<file path="config.mk">
export PLATFORM = sky130hd
export DESIGN_NAME = inst_loader
export DESIGN_NICKNAME = d
export VERILOG_FILES = /design/src/rtl/inst_loader_pkg.sv /design/src/rtl/inst_loader_timeout.sv /design/src/rtl/inst_loader.sv
export SDC_FILE = /design/constraint.sdc
export NUM_CORES = 1
export LEC_CHECK = 0
export BUFFER_PORTS_ARGS = -buffer_cell sky130_fd_sc_hd__buf_4
export CORE_ASPECT_RATIO = 1.25
export CORE_UTILIZATION = 30
export DETAILED_ROUTE_END_ITERATION = 7
export GPL_ROUTABILITY_DRIVEN = 0
export MAX_ROUTING_LAYER = met4
export SYNTH_ARGS = -nofsm -noshare
export SYNTH_HDL_FRONTEND = slang
export SYNTH_SLANG_ARGS = --single-unit
export TNS_END_PERCENT = 1
</file>
<file path="constraint.sdc">
create_clock -name clk -period 2.6 [get_ports clk]
set_input_delay 0.39 -clock clk [delete_from_list [all_inputs] [get_ports clk]]
set_output_delay 0.39 -clock clk [all_outputs]
set_load 0.005 [all_outputs]
</file>
<file path="src/rtl/inst_loader_pkg.sv">
// -----------------------------------------------------------------------------
// inst_loader_pkg
// Shared definitions for the instruction-memory loader:
//   - state_e      : loader FSM state encoding
//   - LOADER_SYNC  : default frame start marker
//   - HOLD_ENABLE / HOLD_DISABLE : polarity of the cpu_hold output
//   - chk_update() : running checksum update over payload bytes
// -----------------------------------------------------------------------------
package inst_loader_pkg;

  typedef enum logic [2:0] {
    ST_IDLE   = 3'd0,
    ST_CNT_HI = 3'd1,
    ST_CNT_LO = 3'd2,
    ST_DATA   = 3'd3,
    ST_CHECK  = 3'd4,
    ST_DONE   = 3'd5,
    ST_ERR    = 3'd6
  } state_e;

  localparam logic [7:0] LOADER_SYNC  = 8'hA5;

  localparam logic       HOLD_ENABLE  = 1'b1;
  localparam logic       HOLD_DISABLE = 1'b0;

  // Frame checksum is a plain XOR over every payload byte.
  function automatic logic [7:0] chk_update(input logic [7:0] chk,
                                            input logic [7:0] data);
    return chk ^ data;
  endfunction

endpackage

</file>
<file path="src/rtl/inst_loader_timeout.sv">
// -----------------------------------------------------------------------------
// inst_loader_timeout
// Idle-cycle counter used by the loader to abandon a stalled frame.
//   clk       : system clock
//   rst_n     : asynchronous active-low reset
//   en_i      : counting enabled (loader is inside a frame); 0 forces count=0
//   clr_i     : activity seen this cycle (byte received); clears the count
//   expired_o : the count reaches TIMEOUT on this clock edge
// expired_o is asserted combinationally on the cycle whose edge would bring
// the count to TIMEOUT, so the loader's state register reacts on exactly the
// TIMEOUT-th idle edge. Activity on that same cycle suppresses it.
// -----------------------------------------------------------------------------
module inst_loader_timeout #(
  parameter int unsigned TIMEOUT = 50000000,
  parameter int unsigned TO_W    = 26
) (
  input  logic clk,
  input  logic rst_n,
  input  logic en_i,
  input  logic clr_i,
  output logic expired_o
);

  localparam logic [TO_W-1:0] TERM  = TO_W'(TIMEOUT);
  localparam logic [TO_W-1:0] LIMIT = TO_W'(TIMEOUT - 1);

  logic [TO_W-1:0] cnt_q;
  logic [TO_W-1:0] cnt_d;

  // Next idle count: held at zero outside a frame, cleared by activity,
  // saturating at TIMEOUT.
  always_comb begin
    cnt_d = cnt_q;
    if (!en_i) begin
      cnt_d = {TO_W{1'b0}};
    end else if (clr_i) begin
      cnt_d = {TO_W{1'b0}};
    end else if (cnt_q != TERM) begin
      cnt_d = cnt_q + {{(TO_W-1){1'b0}}, 1'b1};
    end else begin
      cnt_d = cnt_q;
    end
  end

  // Idle count register.
  always_ff @(posedge clk or negedge rst_n) begin
    if (!rst_n) begin
      cnt_q <= {TO_W{1'b0}};
    end else begin
      cnt_q <= cnt_d;
    end
  end

  assign expired_o = en_i && !clr_i && (cnt_q == LIMIT);

endmodule

</file>
<file path="src/rtl/inst_loader.sv">
// -----------------------------------------------------------------------------
// inst_loader
// Receives a program image over a UART byte stream and writes it into
// instruction memory, keeping the CPU held until a full, checksum-verified
// image is in place.
//
// Frame (big-endian): SYNC_BYTE, CNT_HI, CNT_LO, N*4 payload bytes (MSB of
// each word first), CHK = XOR of all payload bytes. N must be 1..2^ADDR_W.
//
// Ports:
//   clk        : system clock
//   rst_n      : asynchronous active-low reset
//   rx_valid   : one-cycle strobe, rx_data holds a received byte
//   rx_data    : received byte
//   wr_en      : instruction memory write strobe, one cycle per word
//   wr_addr    : word address of the write
//   wr_data    : instruction word
//   cpu_hold   : 1 = CPU held (fetch disabled)
//   load_done  : image loaded and verified
//   load_err   : frame error (bad count, checksum or timeout)
//
// All outputs are registered and decoded from the next state, so load_done,
// load_err and cpu_hold change on the same edge that consumes the deciding
// byte, and wr_en rises on the edge that consumes a word's last byte.
// -----------------------------------------------------------------------------
module inst_loader
  import inst_loader_pkg::*;
#(
  parameter int unsigned ADDR_W    = 10,
  parameter logic [7:0]  SYNC_BYTE = LOADER_SYNC,
  parameter int unsigned TIMEOUT   = 50000000,
  parameter int unsigned TO_W      = 26
) (
  input  logic              clk,
  input  logic              rst_n,
  input  logic              rx_valid,
  input  logic [7:0]        rx_data,
  output logic              wr_en,
  output logic [ADDR_W-1:0] wr_addr,
  output logic [31:0]       wr_data,
  output logic              cpu_hold,
  output logic              load_done,
  output logic              load_err
);

  // Largest legal word count, one bit wider than the count field so that
  // 2^ADDR_W itself is representable for ADDR_W up to 16.
  localparam logic [16:0]     MAX_WORDS = 17'd1 << ADDR_W;
  localparam logic [ADDR_W:0] WCNT_ONE  = (ADDR_W+1)'(1);

  // FSM
  state_e state_q;
  state_e state_d;

  // Datapath registers
  logic [7:0]        cnt_hi_q,   cnt_hi_d;
  logic [ADDR_W:0]   count_q,    count_d;
  logic [ADDR_W:0]   word_cnt_q, word_cnt_d;
  logic [1:0]        byte_idx_q, byte_idx_d;
  logic [23:0]       sr_q,       sr_d;       // first three bytes of a word
  logic [7:0]        chk_q,      chk_d;

  // Output registers
  logic              wr_en_q,     wr_en_d;
  logic [ADDR_W-1:0] wr_addr_q,   wr_addr_d;
  logic [31:0]       wr_data_q,   wr_data_d;
  logic              cpu_hold_q,  cpu_hold_d;
  logic              load_done_q, load_done_d;
  logic              load_err_q,  load_err_d;

  // Decode helpers
  logic [15:0] cnt16_s;
  logic        count_ok_s;
  logic        is_sync_s;
  logic        last_byte_s;
  logic        last_word_s;
  logic        to_en_s;
  logic        to_expired_s;

  assign cnt16_s     = {cnt_hi_q, rx_data};
  assign count_ok_s  = (cnt16_s != 16'd0) && ({1'b0, cnt16_s} <= MAX_WORDS);
  assign is_sync_s   = rx_valid && (rx_data == SYNC_BYTE);
  assign last_byte_s = (byte_idx_q == 2'd3);
  // word_cnt is ADDR_W+1 bits wide so N == 2^ADDR_W compares without wrapping.
  assign last_word_s = ((word_cnt_q + WCNT_ONE) == count_q);
  assign to_en_s     = (state_q == ST_CNT_HI) || (state_q == ST_CNT_LO) ||
                       (state_q == ST_DATA)   || (state_q == ST_CHECK);

  inst_loader_timeout #(
    .TIMEOUT (TIMEOUT),
    .TO_W    (TO_W)
  ) u_timeout (
    .clk       (clk),
    .rst_n     (rst_n),
    .en_i      (to_en_s),
    .clr_i     (rx_valid),
    .expired_o (to_expired_s)
  );

  // FSM state register.
  always_ff @(posedge clk or negedge rst_n) begin
    if (!rst_n) begin
      state_q <= ST_IDLE;
    end else begin
      state_q <= state_d;
    end
  end

  // FSM next-state logic; a received byte always takes priority over timeout.
  always_comb begin
    state_d = state_q;
    case (state_q)
      ST_IDLE: begin
        if (is_sync_s) begin
          state_d = ST_CNT_HI;
        end else begin
          state_d = ST_IDLE;
        end
      end
      ST_CNT_HI: begin
        if (rx_valid) begin
          state_d = ST_CNT_LO;
        end else if (to_expired_s) begin
          state_d = ST_ERR;
        end else begin
          state_d = ST_CNT_HI;
        end
      end
      ST_CNT_LO: begin
        if (rx_valid) begin
          state_d = count_ok_s ? ST_DATA : ST_ERR;
        end else if (to_expired_s) begin
          state_d = ST_ERR;
        end else begin
          state_d = ST_CNT_LO;
        end
      end
      ST_DATA: begin
        if (rx_valid) begin
          state_d = (last_byte_s && last_word_s) ? ST_CHECK : ST_DATA;
        end else if (to_expired_s) begin
          state_d = ST_ERR;
        end else begin
          state_d = ST_DATA;
        end
      end
      ST_CHECK: begin
        if (rx_valid) begin
          state_d = (rx_data == chk_q) ? ST_DONE : ST_ERR;
        end else if (to_expired_s) begin
          state_d = ST_ERR;
        end else begin
          state_d = ST_CHECK;
        end
      end
      ST_DONE: begin
        if (is_sync_s) begin
          state_d = ST_CNT_HI;
        end else begin
          state_d = ST_DONE;
        end
      end
      ST_ERR: begin
        if (is_sync_s) begin
          state_d = ST_CNT_HI;
        end else begin
          state_d = ST_ERR;
        end
      end
      default: begin
        state_d = ST_IDLE;
      end
    endcase
  end

  // Output / datapath next values: count capture, word assembly, checksum,
  // write strobe, and status flags decoded from the next state.
  always_comb begin
    cnt_hi_d   = cnt_hi_q;
    count_d    = count_q;
    word_cnt_d = word_cnt_q;
    byte_idx_d = byte_idx_q;
    sr_d       = sr_q;
    chk_d      = chk_q;
    wr_en_d    = 1'b0;
    wr_addr_d  = wr_addr_q;
    wr_data_d  = wr_data_q;

    case (state_q)
      ST_CNT_HI: begin
        if (rx_valid) begin
          cnt_hi_d = rx_data;
        end else begin
          cnt_hi_d = cnt_hi_q;
        end
      end
      ST_CNT_LO: begin
        if (rx_valid) begin
          count_d    = cnt16_s[ADDR_W:0];
          word_cnt_d = {(ADDR_W+1){1'b0}};
          byte_idx_d = 2'd0;
          chk_d      = 8'd0;
        end else begin
          count_d    = count_q;
        end
      end
      ST_DATA: begin
        if (rx_valid) begin
          sr_d       = {sr_q[15:0], rx_data};
          chk_d      = chk_update(chk_q, rx_data);
          byte_idx_d = byte_idx_q + 2'd1;
          if (last_byte_s) begin
            wr_en_d    = 1'b1;
            wr_addr_d  = word_cnt_q[ADDR_W-1:0];
            wr_data_d  = {sr_q, rx_data};
            word_cnt_d = word_cnt_q + WCNT_ONE;
          end else begin
            word_cnt_d = word_cnt_q;
          end
        end else begin
          sr_d = sr_q;
        end
      end
      default: begin
        chk_d = chk_q;
      end
    endcase

    if (state_d == ST_DONE) begin
      cpu_hold_d  = HOLD_DISABLE;
      load_done_d = 1'b1;
    end else begin
      cpu_hold_d  = HOLD_ENABLE;
      load_done_d = 1'b0;
    end

    if (state_d == ST_ERR) begin
      load_err_d = 1'b1;
    end else begin
      load_err_d = 1'b0;
    end
  end

  // Datapath and output registers.
  always_ff @(posedge clk or negedge rst_n) begin
    if (!rst_n) begin
      cnt_hi_q    <= 8'd0;
      count_q     <= {(ADDR_W+1){1'b0}};
      word_cnt_q  <= {(ADDR_W+1){1'b0}};
      byte_idx_q  <= 2'd0;
      sr_q        <= 24'd0;
      chk_q       <= 8'd0;
      wr_en_q     <= 1'b0;
      wr_addr_q   <= {ADDR_W{1'b0}};
      wr_data_q   <= 32'd0;
      cpu_hold_q  <= HOLD_ENABLE;
      load_done_q <= 1'b0;
      load_err_q  <= 1'b0;
    end else begin
      cnt_hi_q    <= cnt_hi_d;
      count_q     <= count_d;
      word_cnt_q  <= word_cnt_d;
      byte_idx_q  <= byte_idx_d;
      sr_q        <= sr_d;
      chk_q       <= chk_d;
      wr_en_q     <= wr_en_d;
      wr_addr_q   <= wr_addr_d;
      wr_data_q   <= wr_data_d;
      cpu_hold_q  <= cpu_hold_d;
      load_done_q <= load_done_d;
      load_err_q  <= load_err_d;
    end
  end

  assign wr_en     = wr_en_q;
  assign wr_addr   = wr_addr_q;
  assign wr_data   = wr_data_q;
  assign cpu_hold  = cpu_hold_q;
  assign load_done = load_done_q;
  assign load_err  = load_err_q;

endmodule
</file>
# [After elaboration in Yosys (flattened, before gate mapping)]
# Index checks and enable logic that the tools add are counted.
[word_totals] register_bits=139 latch_bits=0 ram_bits=0 rom_bits=0 in_bits=11 output_inout_bits=46 wordCells=89 n_memories=0
[classes] add_sub_neg=3 n_mul=0 n_div=0 n_lt_le_gt_ge=1 eq_ne=18 shifts=0 mux=34 n_bitwise=1 reduce_logical=18
[op_table] cell="2-to-1 mux 26 bit" n=3
[op_table] cell="2-to-1 mux 11 bit" n=3
[op_table] cell="2-to-1 mux 3 bit" n=10
[op_table] cell="adder 26 x 1 -> 26 bit (second input constant)" n=1
[op_table] cell="== test 26 bit (second input constant)" n=1
[op_table] cell="inequality test 26 bit (second input constant)" n=1
[op_table] cell="one-hot mux 11 bit (2 select lines)" n=1
[op_table] cell="one-hot mux 3 bit (7 select lines)" n=1
[op_table] cell="<= comparator 16 x 11 -> 1 bit (second input constant)" n=1
[op_table] cell="2-to-1 mux 8 bit" n=2
[op_table] cell="one-hot mux 8 bit (2 select lines)" n=1
[op_table] cell="nonzero test 16 bit" n=1
[op_table] cell="== test 3 bit (second input constant)" n=5
[op_table] cell="adder 11 x 1 -> 11 bit (second input constant)" n=1
[op_table] cell="== test 11 bit" n=1
[op_table] cell="2-to-1 mux 2 bit" n=5
[op_table] cell="== test 8 bit" n=1
[op_table] cell="== test 8 bit (second input constant)" n=1
[op_table] cell="bitwise XOR 8 bit" n=1
[op_table] cell="2-to-1 mux 1 bit" n=7
[op_table] cell="== test 3 x 2 -> 1 bit (second input constant)" n=2
[op_table] cell="inequality test 2 bit (second input constant)" n=3
[op_table] cell="AND reduction 2 bit" n=3
[op_table] cell="AND reduction 3 bit" n=2
[op_table] cell="other kinds (11)" n=17

# [Depth between registers and ports, before layout]
[depth] ltp_word=11 mapped_depth=9 mapped_depth_nobuf=8

# [Hierarchy]
# From an unflattened synthesis, not the netlist that was laid out.
[hier_totals] hier_cells=679 hier_area_um2=6744.0
[by_module_without_submodules] module="inst_loader" n_inst=1 cells_per_inst=520 area_each_um2=5293.8 seq_area_each_um2=2829.0
[by_module_without_submodules] module="inst_loader_timeout" n_inst=1 cells_per_inst=159 area_each_um2=1450.1 seq_area_each_um2=650.6

# [Worst setup path after synthesis]
# OpenSTA, ideal clock, no wires.
[synth_timing] path_type="reg2reg" from="register word_cnt_q[0]" to="register state_q[0]" setup_ps=124 arrival_time_ps=2182 t_required_ps=2476 setup_slack_ps=294 path_stages_with_launch=9 path_buffers=0 synth_period_minus_slack_ps=2306 cell_sequence="dfrtp_1 > ha_1 > xor2_1 > nor2_1 > nand4_1 > or4_1 > o31ai_2 > o21ai_1 > a211o_1"
[synth_via] elab_chain_cells=6
[synth_rtl] element="from (decl)" line_no="inst_loader.sv:58" text="logic [ADDR_W:0] word_cnt_q, word_cnt_d;"
[synth_rtl] element="from (signal assigned)" line_no="inst_loader.sv:249" text="word_cnt_q <= {(ADDR_W+1){1'b0}};"
[synth_rtl] element="from (signal assigned)" line_no="inst_loader.sv:262" text="word_cnt_q <= word_cnt_d;"
[synth_rtl] element="adder 11 x 1 -> 11 bit" line_no="inst_loader.sv:85" text="assign last_word_s = ((word_cnt_q + WCNT_ONE) == count_q);"
[synth_rtl] element="== test 11 bit" line_no="inst_loader.sv:85"
[synth_rtl] element="logical AND 1 bit" line_no="inst_loader.sv:140" text="state_d = (last_byte_s && last_word_s) ? ST_CHECK : ST_DATA;"
[synth_rtl] element="2-to-1 mux 3 bit" line_no="inst_loader.sv:140"
[synth_rtl] element="2-to-1 mux 3 bit" line_no="inst_loader.sv:139" text="if (rx_valid) begin"
[synth_rtl] element="one-hot mux 3 bit (7 select lines)" line_no="inst_loader.sv:112" text="case (state_q)"
[synth_rtl] element="net state_d[0]" line_no="inst_loader.sv:53" text="state_e state_d;"
[synth_rtl] element="to (signal assigned)" line_no="inst_loader.sv:105" text="state_q <= state_d;"
[synth_rtl] element="to (decl)" line_no="inst_loader.sv:52" text="state_e state_q;"
# The timed path passes the listed nets, and every way through them passes these cells.
# A chain may end at the register's enable or synchronous reset.

# [Worst setup path after layout]
[layout_timing] from="register word_cnt_q[1]" to="register state_q[0]"
# Same word-level chain as after synthesis.

==> reports/qor.csv <==
stage,metric,value,unit
clocking,worst skew pair latency,0.42,ns
floorplan,Die ar.,21800,µm²
clocking,CTS tree,yes,
yosys,post-synthesis register bit count,139,
place,DP HPWL,9840,µm
sta,RSZ-0062 raised after global routing,false,
layout,FF/Latch Area,3480,µm²
pwr,Leak,3.79,nW
yosys,"Cell Area, Synth",6370,µm²
routing,Final ANT Viol Nets,0,
global_route,initial antenna violation count,0,
critical_path,Worst Path Buf+Inv,0,
sta,setup TNS,0,ns
clocking,H-tree depth,4,
floorplan,die span in y,165,µm
layout,nets,779,
critical_path,crit-path max FO,5,
pwr,Cell Int Power,4.31,mW
floorplan,Initial Utilization,30.6,%
layout,Multi-input gate area,2720,µm²
global_route,total global routing track utilization,14.5,%
clocking,Root Buffer Master,clkbuf_16,
global_route,vias in the first global route,4665,
yosys,Post-Synthesis Cells,709,
clocking,Post-CTS Setup Inserts,0,
critical_path,worst path required time,2.90,ns
outcome,status,"finished, final reports clean",
layout,share of layout cells above drive strength 1,15.2,%
critical_path,CP startpoint kind,register,
layout,n_diodes,0,
yosys,Yosys top cell area share,54.2,%
yosys,library cells used by synthesis,54,
clocking,CTS Buf Count,17,
clocking,CTS max path bufs,2,
layout,Layout fillers,2144,
layout,"most common cell after layout, fill and taps aside",nand2_1,
yosys,Avg Synthesized Cell Area,8.99,µm²
critical_path,crit-path leading delay family,simple AND/OR/NAND/NOR gates,
yosys,asr flop ratio synth,100,%
sta,setup violators final,0,
pwr,Net Sw Frac,31.6,%
yosys,syn_nets,724,
sta,Max Freq,0.418,GHz
yosys,Ys Warns,0,
routing,Starting DRT DRC Count,372,
floorplan,DIE WIDTH,132,µm
sta,final period demand of the worst path,2.39,ns
floorplan,num rows,59,
routing,Residual DRC,0,
sta,clock skew,0.00948,ns
critical_path,CP max-delay cell,or4_1,
yosys,sequential element share of the synthesized area,54.6,%
global_route,first-pass GRT wire length,24000,µm
floorplan,Core Box Area,20800,µm²
global_route,largest net degree at the start of global routing,66,
critical_path,worst path cell trace,"ha_2, xor2_1, nor2_1, nand4_1, or4_1, o31ai_2, o21ai_1, a211o_1",
sta,Worst-Margin Slew,0.640,ns
yosys,"Primary FF master, synth",dfrtp_1,
worst_hold_path,HP Class,input pin to register,
pwr,Clk network pwr share,36.7,%
routing,DRT Pass-1 Iters,4,
sta,"Slew Viols, Final",0,
pwr,Sw Pwr,1.99,mW
pwr,Power Total,6.30,mW
sta,normalized max-slew margin,57.2,%
routing,vias per cell,4.63,
critical_path,CP Capture Type,register,
clocking,clock sink count,139,
yosys,cell taking the most area after synthesis,dfrtp_1,
layout,area grow syn2layout,20.8,%
sta,fin crit share,92.0,%
pwr,Seq pwr share,45.1,%
floorplan,I/O pin count,57,
routing,DR vias,4867,
sta,final hold vios,0,
pwr,Comb pwr share,18.3,%
place,IO buf count,56,
critical_path,crit path kind,register to register,
layout,"commonest cells after routing, fill and taps aside","nand2_1 (262), dfrtp_1 (138), buf_4 (67), nor2_1 (48), o21ai_0 (33)",
global_route,GRT overflow,0,
critical_path,Reg2Reg Setup Slack,0.21,ns
critical_path,WP data arrival,2.70,ns
run,max cap viols,0,
yosys,ranking of synthesized cells by area,"dfrtp_1 (54%), nand2_1 (15%), xor2_1 (3.7%), nor2_1 (2.9%), o21ai_0 (2.6%)",
critical_path,"Largest stage delay, worst path",0.58,ns
routing,WL per Instance,13.8,µm
yosys,Post-synth EDFFs,0,
pwr,Max VDD drop,0.476,mV
clocking,clock slew at reported path FFs,0.07,ns
pwr,pwr dens,818,nW/µm²
routing,final wirelength,14500,µm
[worst min-delay path, cell delays in order]
cell and delay, ns:
buf_4 0.12, nand2_1 0.05, nand2_1 0.05
[power groups by stage]
| stage | Clock [mW] | Combinational, mW | Sequential [mW] |
|---|---|---|---|
| floorplan | 0 | 0.900 | 2.76 |
| global placement | 0 | 1.13 | 2.87 |
| detailed placement | 0 | 1.16 | 2.88 |
| CTS | 2.37 | 1.17 | 2.84 |
| global route | 2.46 | 1.32 | 2.89 |
| finish | 2.31 | 1.15 | 2.84 |
[worst paths after layout]
path / startpoint / to / cells past startpoint
hold / removal: rx_data[1] / wr_data[1] / 3
max in group asynchronous: rst_n / count_q[5] / 3
min in group asynchronous: rst_n / wr_data[16] / 2
hold reg to reg: sr_q[22] / wr_data[30] / 2
setup reg to reg: word_cnt_q[1] / state_q[0] / 8
setup / recovery: word_cnt_q[1] / state_q[0] / 8
[state kept, by name, summed over array words and instances (netlist names), 2 cells and up]
name             count
word_cnt_q          11
wr_data             32
sr_q                24
wr_addr             10
chk_q                8
state_q              3
u_timeout.cnt_q     26
count_q             11
cnt_hi_q             8
byte_idx_q           2
[through the flow]
stage / instance area (µm²) / std cells / hold WS (ns) / setup WS [ns] / util [%]
3_3_place_gp: 7120 / 1018 / 0.352 / 0.235 / 34.2
5_1_grt: 7700 / 1051 / 0.210 / 0.00273 / 37.0
2_1_floorplan: 6370 / 709 / 0.0944 / 0.294 / -
6_report: 7700 / 1051 / 0.218 / 0.208 / 37.0
3_5_place_dp: 7120 / 1018 / 0.346 / 0.162 / 34.2
4_1_cts: 7700 / 1051 / 0.198 / 0.168 / 37.0
[cell type report]
class	count	area share, %
Tap cell	274	4.45
Clock inverter	13	1.56
Sequential cell	139	45.2
Multi-Input combinational cell	528	35.4
Inverter	7	0.341
Timing Repair Buffer	71	7.33
Clock buffer	19	5.75
[synth_stat cells, drive strengths merged, types with 2 or more instances]
cell    instances
nor4            7
nor4b           2
or4             4
a22o            5
nand4           6
o31ai           4
nand3          23
and3            7
o21ai          35
inv             7
nand2b         14
a31oi           3
nor2b           4
mux2            8
and2            5
clkbuf         25
and4            2
buf            10
nor3            5
nor2           50
a21oi           6
nand2         263
ha              4
o21a            2
or3             2
xnor2          18
nand3b          3
nor3b           3
dfrtp         138
xor2           27
nor4bb          2
[cells by family (layout without fill, tap and decap cells)]
logic type | Yosys count | in the layout | share of synthesized area, %
XOR/XNOR | 45 | 45 | 6.19
flip-flops | 139 | 139 | 54.6
adder cells (fa/ha/maj) | 4 | 4 | 0.786
buffers and inverters | 42 | 110 | 2.77
AO/OA/AOI/OAI | 64 | 64 | 6.25
multiplexers | 9 | 9 | 1.57
AND/OR/NAND/NOR | 406 | 406 | 27.8
[layer usage]
metal / global-route usage, % / share of wire, %
met1: 17.9 / 46
met2: 23.5 / 50
met3: 2.79 / 2.3
met4: 5.49 / 1.3
met5: - / 0
[what timing repair did]
action,4_1_cts,5_1_grt
setup endpoints to repair,0,1
endpoints found under the hold margin,42,0
resized for setup,0,1
hold buffers,1,0
Note: power is estimated with default switching activity, not from simulation.
